===== src/rtl/serial_subtractor.sv =====
// Bit-serial two's-complement subtractor.
// Computes diff = a - b - borrow_in one bit per clock, LSB first, through a
// single ripple-borrow cell and a borrow flip-flop. Operands are accepted on
// a valid/ready handshake and the result is offered on a valid/ready
// handshake. One subtraction takes WIDTH run cycles.
module serial_subtractor #(
    parameter int WIDTH = 16
) (
    input  logic             clk,
    input  logic             rst,
    input  logic             in_valid,
    output logic             in_ready,
    input  logic [WIDTH-1:0] a,
    input  logic [WIDTH-1:0] b,
    input  logic             borrow_in,
    output logic             out_valid,
    input  logic             out_ready,
    output logic [WIDTH-1:0] diff,
    output logic             borrow_out,
    output logic             overflow
);

    // One extra counter bit so WIDTH itself is representable; the terminal
    // compare is against WIDTH-1, so the counter never wraps.
    localparam int CW = $clog2(WIDTH) + 1;

    typedef enum logic [1:0] {
        IDLE = 2'd0,
        RUN  = 2'd1,
        DONE = 2'd2
    } state_t;

    state_t          state;
    state_t          state_nxt;

    // a_sr shifts right each run cycle; the vacated MSB collects the
    // difference bits, so after WIDTH shifts it holds the full result and no
    // separate result shift register is needed.
    logic [WIDTH-1:0] a_sr;
    logic [WIDTH-1:0] b_sr;
    logic             br;
    logic [CW-1:0]    cnt;

    logic             a_i;
    logic             b_i;
    logic             d_i;
    logic             br_nxt;
    logic             last_bit;
    logic             accept;
    logic [WIDTH-1:0] diff_nxt;
    logic             ovf_nxt;

    // Ripple-borrow cell on the current LSBs plus end-of-operation terms
    always_comb begin
        a_i      = a_sr[0];
        b_i      = b_sr[0];
        d_i      = a_i ^ b_i ^ br;
        br_nxt   = (~a_i & b_i) | (~(a_i ^ b_i) & br);
        last_bit = (cnt == CW'(WIDTH - 1));
        diff_nxt = {d_i, a_sr[WIDTH-1:1]};
        // On the MSB cycle a_i/b_i/d_i are the sign bits of a, b and diff.
        ovf_nxt  = (a_i != b_i) && (d_i != a_i);
    end

    // Next-state and handshake outputs
    always_comb begin
        state_nxt = state;
        in_ready  = 1'b0;
        out_valid = 1'b0;
        unique case (state)
            IDLE: begin
                in_ready = !rst;
                if (in_valid && !rst)
                    state_nxt = RUN;
            end
            RUN: begin
                if (last_bit)
                    state_nxt = DONE;
            end
            DONE: begin
                out_valid = 1'b1;
                if (out_ready)
                    state_nxt = IDLE;
            end
            default: state_nxt = IDLE;
        endcase
    end

    assign accept = in_valid && in_ready;

    // State register; reset aborts any operation in flight
    always_ff @(posedge clk) begin
        if (rst)
            state <= IDLE;
        else
            state <= state_nxt;
    end

    // Operand capture, serial datapath and result registers
    always_ff @(posedge clk) begin
        if (rst) begin
            a_sr       <= '0;
            b_sr       <= '0;
            br         <= 1'b0;
            cnt        <= '0;
            diff       <= '0;
            borrow_out <= 1'b0;
            overflow   <= 1'b0;
        end else begin
            unique case (state)
                IDLE: begin
                    if (accept) begin
                        a_sr <= a;
                        b_sr <= b;
                        br   <= borrow_in;
                        cnt  <= '0;
                    end
                end
                RUN: begin
                    a_sr <= diff_nxt;
                    b_sr <= {1'b0, b_sr[WIDTH-1:1]};
                    br   <= br_nxt;
                    cnt  <= cnt + CW'(1);
                    // Result outputs only change on completion so they stay
                    // stable from one result to the next.
                    if (last_bit) begin
                        diff       <= diff_nxt;
                        borrow_out <= br_nxt;
                        overflow   <= ovf_nxt;
                    end
                end
                default: begin
                end
            endcase
        end
    end

endmodule


===== config.mk =====
export PLATFORM = sky130hd
export DESIGN_NAME = serial_subtractor
export DESIGN_NICKNAME = d
export VERILOG_FILES = /design/src/rtl/serial_subtractor.sv
export SDC_FILE = /design/constraint.sdc
export NUM_CORES = 1
export LEC_CHECK = 0
export CAP_MARGIN = 10
export CORE_MARGIN = 4
export CORE_UTILIZATION = 50
export CTS_CLUSTER_SIZE = 14
export DETAILED_ROUTE_END_ITERATION = 8
export GPL_TIMING_DRIVEN = 0
export PLACE_DENSITY = 0.79
export SYNTH_ARGS = -nofsm -noshare
export SYNTH_HDL_FRONTEND = slang
export SYNTH_SLANG_ARGS = --single-unit

===== constraint.sdc =====
create_clock -name clk -period 1.9 [get_ports clk]
set_clock_uncertainty 0.05 [all_clocks]
set_input_delay 0.285 -clock clk [delete_from_list [all_inputs] [get_ports clk]]
set_output_delay 0.285 -clock clk [all_outputs]
set_load 0.005 [all_outputs]

==> results.md <==
- Crit-path max FO: 10
- Synth top cells by count: 58 x dfxtp_1, 58 x nor2_1, 47 x nand2_1, 24 x a211oi_1, 21 x o2bb2ai_1
- Final Non-Filler Cells: 439
- I/O Pins: 57
- Worst setup path class: flop to primary output
- Syn avg cell area: 8.58 sq um
- Crit end category: primary output
- Initial antenna violation count: 0
- Final period util: 97.1%
- Antenna fix cells: 0
- Clk Latency, worst-skew pair: 0.34 ns
- Net switching power: 0.731 mW
- Top cells by area, synth: dfxtp_1 45%, nor2_1 8.4%, o2bb2ai_1 7.1%
- Max Cap Violations: 0
- Layout area overhead: 31.7%
- Slew @ Worst Pin: 0.553 ns
- Grt total ovfl: 0
- Flop pwr share: 46.1%
- FFs w/ async S/R, synth: 0%
- Placed cell count: 424
- Run status: complete, no violations
- CP startpoint: state[0]
- Hold Startpoint: in_valid
- First-pass DRT Iterations: 4
- Initial core utilization: 53.3%
- Clk slew on worst S/H paths: 0.06 ns
- DR iter-0 viols: 126
- Mapped Area: 2600 sq um
- EDFF count, synth: 0
- Fmax: 0.542 GHz
- Final core occ: 70.2%
- Die ar.: 6420 sq um
- DP HPWL: 4.54 mm
- Post-synthesis register bit count: 58
- Synth top area share: 44.7%
- Vias per cell: 5.37
- Vias in the first global route: 2228
- DRC Markers: 0
- Final Max Tran Viols: 0
- Drt total wl: 6.40 mm
- Routed len/inst: 14.6 microns
- Mux cell area share after synthesis: 0%
- CTS tree: yes
- Die height: 80.1 microns
- Clock share of power: 39.7%
- Slew margin rel.: 63.2%
- Hold/Removal Path Class: input pin to flop
- Peak supply drop: 0.000695 V
- Final Hold Slack: 0.316 ns
- Share of layout cells above drive strength 1: 11.0%
- # hold bufs at CTS: 0
- Core box area: 4880 sq um
- H-tree lvl count: 3
- RR Startpoint: cnt[0]
- Post-synthesis compound-gate area fraction: 24.7%
- Port Buf Inserts: 54
- Tot Pwr: 2.90 mW
- Gr usage total: 21.5%
- Final number of setup-violating endpoints: 0
- Syn_nets: 344
- CTS Buf Count: 9
- Largest family of logic cells by synthesized area: compound AO/OA/AOI/OAI gates
- DR vias: 2357
- Post-Synth XOR/XNOR Area: 0.337%
- Synth Instances: 303
- Clock root cell: clkbuf_8
- Critical Path RT: 1.56 ns
- Post-synthesis adder-cell area fraction: 2.21%
- Synth area leader: dfxtp_1
- P_int: 2.17 mW
- TNS Setup: 0 ns
- Gate power share: 14.2%
- Remaining antenna violation count after routing: 0
- Nets: 408
- Final hold violations: 0
- Largest net degree at the start of global routing: 11
- Synth Flop Type: dfxtp_1
- Sw frac: 25.2%
- Width of the die: 80.1 microns
- Post-synthesis sequential area ratio: 44.7%
- RSZ-0062 raised after global routing: false
- Crit path time final: 1.85 ns
- Clk buf depth: 2
- Placer Congestion: 0.828
- Post-Synth Simple-Gate Area: 20.2%
- Synth warnings: 0
- Post-synthesis cell type count: 38
- Crit path launch type: flop
- Crit path DAT: 1.51 ns
- First-pass GRT wire length: 10.6 mm
- Rows: 25
- Pwr per Cell Area: 848 nW/um^2
- Clock tree sinks: 58
- Leakage power: 1.27 nW
## cell usage in the layout, fill, tap and decap left out, types with 3 or more instances in the layout
cell and n:
a311oi_1 6, a21oi_1 18, buf_2 8, dfxtp_1 58
o2bb2ai_1 21, nor2_1 58, clkbuf_1 11, o22ai_1 4
buf_6 9, clkdlybuf4s50_1 53, nand2_1 47, a211oi_1 24
clkbuf_8 11, a211oi_2 3
## worst paths after layout
path                                  to  slack, ns  depth (start not counted)
worst max-delay path            in_ready       0.05                          5
worst min-delay path             b_sr[6]       0.32                          3
worst max register to register  overflow       0.14                          6
worst min register to register  overflow       0.40                          2
## worst max-delay path: stages, from the launching register on
cell and delay (ns):
dfxtp_1 0.30, buf_6 0.14, buf_6 0.14, buf_6 0.14, nor3_2 0.19, dlygate4sd2_1 0.26
## logic make-up (layout without fill, tap and decap cells)
group,count (synthesis),count (layout)
flops,58,58
fa+ha+maj,4,4
simple gates,123,123
compound gates,85,85
buf+inv,32,101
xor+xnor,1,1
## state kept, by name (all words and copies together) (netlist names)
register,flops
a_sr,16
state,2
borrow_out,1
b_sr,16
cnt,5
br,1
diff,16
overflow,1
## power groups by stage
stage	registers [mW]	logic (mW)	clock network, mW
6_report	1.34	0.411	1.15
5_1_grt	1.35	0.455	1.22
4_1_cts	1.34	0.412	1.16
3_5_place_dp	1.36	0.409	0
3_3_place_gp	1.36	0.400	0
2_1_floorplan	1.35	0.271	0
## layer usage
metal,GRT usage [%],routed length (microns)
met5,0,0
met4,10.6,127
met3,3.70,315
met2,33.7,2990
met1,28.4,2970
## metrics by stage
| step | instance area (sq um) | setup WS (ns) |
|---|---|---|
| after floorplan | 2600 | 0.221 |
| after global placement | 3220 | 0.0927 |
| after detailed placement | 3220 | 0.0692 |
| after CTS | 3430 | 0.0328 |
| after global routing | 3420 | 0.00333 |
| final | 3420 | 0.0545 |
## cell type report
| cell class | instances | area [sq um] |
|---|---|---|
| fillers | 425 | 1460 |
| multi-input cells | 213 | 1240 |
| flip-flops and latches | 58 | 1160 |
| repair buffers | 54 | 539 |
| plain buffers | 27 | 183 |
| clock buffers | 14 | 163 |
| well taps | 67 | 83.8 |
| clock inverters | 2 | 35.0 |
| inverters | 4 | 15.0 |
## repair_timing
action	CTS	global route
setup buffers	0	0
setup endpoints to repair	2	8
resized for setup	3	1
hold endpoints to repair	0	0
(Power assumes the default switching activity.)
